===== src/rtl/vec_stream_serializer.sv =====
// ---------------------------------------------------------------------------
// vec_stream_serializer
//   Transmit side of the layer input stream. Accepts one N-element signed
//   vector per handshake on a parallel port and emits its elements one per
//   handshake, element 0 first, on a valid/ready serial stream.
//   Two vector slots are used ping-pong. The next vector loads into one slot
//   while the other slot drains, so a consumer that is always ready sees no
//   bubbles between vectors.
//
// Parameters
//   T  element width in bits (signed)
//   N  elements per vector
//
// Ports
//   clk       in   1    clock; all state updates on posedge
//   reset_n   in   1    asynchronous active-low reset
//   in_valid  in   1    producer has a vector on in_vec
//   in_ready  out  1    block can accept a vector this cycle
//   in_vec    in   N*T  vector; element k = in_vec[k*T +: T]
//   m_valid   out  1    data_out holds a valid element
//   m_ready   in   1    downstream accepts the element
//   data_out  out  T    current element (0 when m_valid=0)
//   m_last    out  1    current element is element N-1 of its vector
// ---------------------------------------------------------------------------
module vec_stream_serializer #(
  parameter int T = 16,
  parameter int N = 4
) (
  input  logic                clk,
  input  logic                reset_n,
  input  logic                in_valid,
  output logic                in_ready,
  input  logic [N*T-1:0]      in_vec,
  output logic                m_valid,
  input  logic                m_ready,
  output logic signed [T-1:0] data_out,
  output logic                m_last
);

  localparam int                IDX_W    = (N > 1) ? $clog2(N) : 1;
  localparam logic [IDX_W-1:0] LAST_IDX = IDX_W'(N - 1);

  // Occupancy (EMPTY / ONE / TWO) is the population count of full_q; the
  // per-slot flags are the state, so no separate encoding is kept.
  logic [N*T-1:0]   slot_q [2];
  logic [1:0]       full_q,   full_d;
  logic             wr_sel_q, wr_sel_d;
  logic             rd_sel_q, rd_sel_d;
  logic [IDX_W-1:0] idx_q,    idx_d;

  logic             accept;
  logic             send;
  logic             at_last;
  logic [N*T-1:0]   rd_vec;

  // ---------------------------------------------------------------------
  // Output decode: everything comes from registers. in_ready is also held
  // low while reset is asserted, because the cleared full flags alone would
  // otherwise advertise an empty slot during reset.
  // ---------------------------------------------------------------------
  assign in_ready = reset_n & ~full_q[wr_sel_q];
  assign m_valid  = full_q[rd_sel_q];
  assign at_last  = (idx_q == LAST_IDX);
  assign m_last   = m_valid & at_last;
  assign rd_vec   = slot_q[rd_sel_q];
  assign data_out = m_valid ? rd_vec[idx_q*T +: T] : '0;

  assign accept = in_valid & in_ready;
  assign send   = m_valid & m_ready;

  // ---------------------------------------------------------------------
  // Next-state logic. An accept and a final-element send on the same edge
  // always touch different slots (accept needs full[wr_sel]=0, send needs
  // full[rd_sel]=1), so both updates can be applied independently.
  // ---------------------------------------------------------------------
  always_comb begin
    // NOTE: every output of this block gets a default first, so no path
    // leaves a variable unassigned and no latch is inferred.
    full_d   = full_q;
    wr_sel_d = wr_sel_q;
    rd_sel_d = rd_sel_q;
    idx_d    = idx_q;

    if (accept) begin
      full_d[wr_sel_q] = 1'b1;
      wr_sel_d         = ~wr_sel_q;
    end

    if (send) begin
      if (at_last) begin
        idx_d            = '0;
        full_d[rd_sel_q] = 1'b0;
        rd_sel_d         = ~rd_sel_q;
      end else begin
        idx_d = idx_q + IDX_W'(1);
      end
    end
  end

  // ---------------------------------------------------------------------
  // Control state. A reset mid-vector simply clears the flags and pointers,
  // which discards whatever was partially sent.
  // ---------------------------------------------------------------------
  // NOTE: sequential state uses non-blocking assignments so every register
  // samples the pre-edge values, independent of statement order.
  always_ff @(posedge clk or negedge reset_n) begin
    if (!reset_n) begin
      full_q   <= '0;
      wr_sel_q <= 1'b0;
      rd_sel_q <= 1'b0;
      idx_q    <= '0;
    end else begin
      full_q   <= full_d;
      wr_sel_q <= wr_sel_d;
      rd_sel_q <= rd_sel_d;
      idx_q    <= idx_d;
    end
  end

  // ---------------------------------------------------------------------
  // Vector storage. in_vec is captured only on an accepting edge.
  // ---------------------------------------------------------------------
  // NOTE: the slot storage has no reset; the full flags gate every read,
  // so stale contents are never visible on data_out.
  always_ff @(posedge clk) begin
    if (accept) begin
      slot_q[wr_sel_q] <= in_vec;
    end
  end

endmodule


===== config.mk =====
export PLATFORM = sky130hd
export DESIGN_NAME = vec_stream_serializer
export DESIGN_NICKNAME = d
export VERILOG_FILES = /design/src/rtl/vec_stream_serializer.sv
export SDC_FILE = /design/constraint.sdc
export NUM_CORES = 1
export LEC_CHECK = 0
export CORE_AREA = 2 2 97 193
export CTS_BUF_LIST = sky130_fd_sc_hd__clkbuf_16
export CTS_CLUSTER_DIAMETER = 100
export CTS_CLUSTER_SIZE = 30
export DETAILED_ROUTE_END_ITERATION = 8
export DIE_AREA = 0 0 99 195
export PLACE_DENSITY_LB_ADDON = 0.2
export SYNTH_ARGS = -nofsm -noshare
export SYNTH_HDL_FRONTEND = slang
export SYNTH_SLANG_ARGS = --single-unit

===== constraint.sdc =====
create_clock -name clk -period 6.41 [get_ports clk]
set_input_delay 0.9615 -clock clk [delete_from_list [all_inputs] [get_ports clk]]
set_output_delay 0.9615 -clock clk [all_outputs]
set_load 0.01 [all_outputs]

# Word level (Yosys, flattened, before mapping)
# Memory sizes are Yosys's and may differ from the RTL's.
# Index checks and enable logic that the tools add are counted.
[totals]
regBits = 6
mem_bits_rw = 128
out_inout_bits = 19
n_memories = 1
[classes]
addsub = 1
n_lt_le_gt_ge = 4
n_eq_ne = 1
n_shift = 1
n_mux = 15
n_bitwise = 10
reduce_logical = 3
[mem_list]
columns = ["memory", "depth", "width", "read_ports", "rd_clocked_by_memory_dff", "wr", "line_no", "text"]
rows = [
  ["slot_q", 2, 64, 1, 0, 1, "45", "logic [N*T-1:0] slot_q [2];"],
]
[op_table]
columns = ["cell", "n"]
rows = [
  ["$shiftx 64x7->16", 1],
  ["$mux 16", 1],
  ["$mux 1", 8],
  ["$mux 2", 4],
  ["$and 1x1->1", 4],
  ["$lt 1x2->1 const B", 2],
  ["$not 1->1", 3],
  ["$add 2x1->2 const B", 1],
  ["$and 2x2->2", 1],
  ["$demux 1 s1", 2],
  ["$eq 2x2->1 const B", 1],
  ["$ge 1x1->1 const B", 2],
  ["$logic_and 1x1->1", 2],
  ["$not 2->2", 1],
  ["$or 2x2->2", 1],
  ["$reduce_and 2->1", 1],
]

# Logic depth before layout (Yosys ltp)
[depth]
ltp_word = 9
ltp_mapped = 6
depth_no_buf = 4

# Worst setup path before layout
# OpenSTA, ideal clock, no wires.
[synth_timing]
kind = "input to register"
startpoint = "input port in_valid"
endpoint = "memory slot_q[1][0] in the netlist's numbering, enable pin"
arrival_ns = 5.752
required_time_ns = 5.830
slack_ns = 0.077
path_stages = 2
n_path_buf = 0
path_cell_list = "nand2_1 > nor3b_1"
[synth_via]
elab_chain_len = 3
[synth_rtl]
columns = ["item", "line_no", "text"]
rows = [
  ["start, declared", "31", "input logic in_valid,"],
  ["$and 1x1->1", "68", "assign accept = in_valid & in_ready;"],
  ["$mux 1", "126", "if (accept) begin"],
  ["$mux 1 (implied by the code)", "127", "slot_q[wr_sel_q] <= in_vec;"],
  ["end, declared", "45", ""],
]
# Every way passes these cells.

# Worst setup path in the final report
[layout_timing]
startpoint = "register full_q[1]"
endpoint = "output port data_out[5]"
[layout_via]
elab_chain_len = 3
[layout_rtl]
columns = ["item", "line_no", "text"]
rows = [
  ["start, declared", "46", "logic [1:0] full_q, full_d;"],
  ["start signal, assigned", "113", "full_q <= full_d;"],
  ["$mux 1 (implied by the code) (2 in a row)", "62", "assign m_valid = full_q[rd_sel_q];"],
  ["$mux 16", "66", "assign data_out = m_valid ? rd_vec[idx_q*T +: T] : '0;"],
  ["end, declared", "36", "output logic signed [T-1:0] data_out,"],
]
# Every way passes these cells. The select of a mux whose other input is x is not followed.

==> results.yml <==
yosys:
  syn_area_um2: 5260
  syn_nets: 340
  yosys_register_bits: 134
  synth_area_per_cell_um2: 19.4
  async_reset_ff_frac: 0.0448
  synth_xor_area_frac: 0
  synth_compound_area_frac: 0.0713
  yosysWarningCount: 0
  netlist_instances: 271
  yosys_most_used_dff: "edfxtp_1"
  synth-edff-count: 128
  synth_adder_area_share: 0.00238
  synth_mux_area_frac: 0.130
  synth_top_family_by_area: "multiplexers"
  ys_types: 26
  synthSimpleGateAreaFrac: 0.0157
  synth.yosys.seq_area_share: 0.759
setup_path:
  slowest_stage: "nand3_1"
  path_cells: "nand3_1 -> o22a_1 -> o221ai_2 -> clkdlybuf4s50_1"
  crit_family: "simple AND/OR/NAND/NOR gates"
  crit_fanout: 16
  worst_setup_path_end_kind: "output port"
  critPathMaxStageDelay_ps: 780
  path_class: "flip-flop to output port"
  arrival_ps: 2840
  rr_worst_depth: 3
  rr_endpoint: "slot_q[0][36]$_DFFE_PP_"
  required_ps: 5450
  reg2reg_setup_slack_ps: 4070
  cp-start-kind: "flip-flop"
  cp_num_buf_inv: 1
  worstReg2RegStart: "full_q[0]$_DFF_PN0_"
sta:
  setup_viol: 0
  skew_ps: 6.08
  worstMarginPinSlew_ps: 1130
  rsz0062_at_grt: "false"
  finalSetupTns_ps: 0
  fmax_ghz: 0.263
  drv_slew: 0
  period_needed_ps: 3800
  hold_violations: 0
  slew_headroom: 0.245
  final.period_utilization: 0.593
routing:
  wl_met1_um: 4010
  routed-wl-met2_um: 6210
  routed_wl_um: 10900
  ant_nets: 0
  num_vias: 2787
  drt-wirelength-per-cell_um: 18.4
  met3_length_um: 434
  highest_layer: "met4"
  drt-initial-drc-count: 68
  drt-pass1-iter-count: 4
  drc_errors: 0
  vias_per_cell: 4.71
grt:
  grt_max_degree: 68
  track_usage: 0.117
  grt_pass1_vias: 3091
  grt_overflow: 0
  antenna_found_initial: 0
  grt_first_pass_wirelength_um: 16500
worst_hold_path:
  worstHoldStart: "wr_sel_q$_DFFE_PN0N_"
  min_to: "wr_sel_q$_DFFE_PN0N_"
  hold_path_depth: 2
  worstHoldPathType: "flip-flop to flip-flop"
clock_network:
  clock_latency_ps: 410
  cts_setup_buffers: 0
  cts_tree: "done"
  htree_num_levels: 4
  post_cts_resize_count: 0
  cts.clk_slew.worst_paths_ps: 60
  root_buffer: "clkbuf_16"
  cts_made_buffers: 17
  ctsHoldBuffers: 0
  cts_max_path_buffers: 2
  cts.sinks: 134
flow_run:
  drv_cap: 0
die:
  die_h_um: 195
  die_area_um2: 19300
  pin_count: 87
  fp.dieW_um: 99
  rows: 69
  coreArea_um2: 17700
  start_util: 0.297
power_and_ir_drop:
  cellPowerDensity_nw_per_um2: 431
  power.leakage_uw: 0.00239
  peakVddDrop_v: 0.000192
  power_uw: 2990
final_layout:
  final_util: 0.392
  area_delta_synth_final_pct: 31.8
  seqCellArea_um2: 4000
  final_common_cell: "edfxtp_1"
  final_area_um2: 6940
  fin_nets: 435
  final_cell_mix: "edfxtp_1, clkdlybuf4s50_1, mux2i_1"
  antennaDiodeCount: 0
  multi_input_area_um2: 1160
  drive_gt1_frac: 0.132
  n_fill_cell: 1634
placed_design:
  gp_congestion: 0.692
  hpwl_um: 6820
  dpl_cell_area_um2: 6330
  portBuffers: 86
run_status:
  status: "finished clean"
## cells by family after synthesis
family                   count (synthesis)
buffers and inverters                   16
AO/OA/AOI/OAI                           37
multiplexers                            68
adder cells (fa/ha/maj)                  1
AND/OR/NAND/NOR                         15
flip-flops                             134
## tightest hold or removal path: stages (launching register included)
cell	delay [ps]
dfrtp_1	400
o21ai_0	100
nand2_1	70
## metrics by stage
stage | setup slack [ps] | cells | hold slack [ps]
2_1_floorplan | 77.1 | 271 | 525
3_3_place_gp | 2800 | 560 | 548
3_5_place_dp | 2720 | 560 | 574
4_1_cts | 2450 | 592 | 584
5_1_grt | 2350 | 592 | 651
6_report | 2610 | 592 | 598
## cells in the mapped netlist, types with 2 or more instances
cell type,n,area [um2]
nand2_1,5,18.8
and2_1,2,12.5
o22a_1,16,140
mux2i_1,65,651
buf_2,7,35.0
buf_4,4,30.0
dfrtp_1,6,150
buf_6,2,22.5
o21ai_0,2,10.0
edfxtp_1,128,3840
o221ai_1,6,52.6
nand3b_1,2,15.0
o221ai_2,10,150
nand3_1,2,10.0
mux2_2,3,33.8
## worst max-delay path by stage
stage	start	end	slack [ps]	cells after the start
finish	full_q[1]$_DFF_PN0_	data_out[5]	2610	4
global route	full_q[1]$_DFF_PN0_	data_out[1]	2350	4
CTS	full_q[1]$_DFF_PN0_	data_out[13]	2450	4
detailed placement	reset_n	slot_q[0][7]$_DFFE_PP_	2720	5
global placement	reset_n	slot_q[0][51]$_DFFE_PP_	2800	5
floorplan	in_valid	slot_q[1][0]$_DFFE_PP_	80	2
## cell type report
class,count,share of cell area
clock buffer,17,0.0613
clock inverter,15,0.0270
inverter,1,0.000541
multi-input combinational,121,0.167
sequential,134,0.576
tap,213,0.0384
timing repair buffer,91,0.129
## power by group
part	total [uW]	internal [uW]	switching [uW]
clock network	994	645	349
logic	789	446	343
registers	1210	1060	146
## sequential cells by signal, summed over array words and instances (netlist names)
signal    flops
slot_q      128
full_q        2
idx_q         2
rd_sel_q      1
wr_sel_q      1
## metal layers
metal | vias to the layer above | GRT usage
met2 | 62 | 0.215
met5 | - | 0
li1 | 1303 | -
met1 | 1409 | 0.117
met4 | 0 | 0.0639
met3 | 13 | 0.0286
No activity file was read; power rests on OpenSTA's default activity.
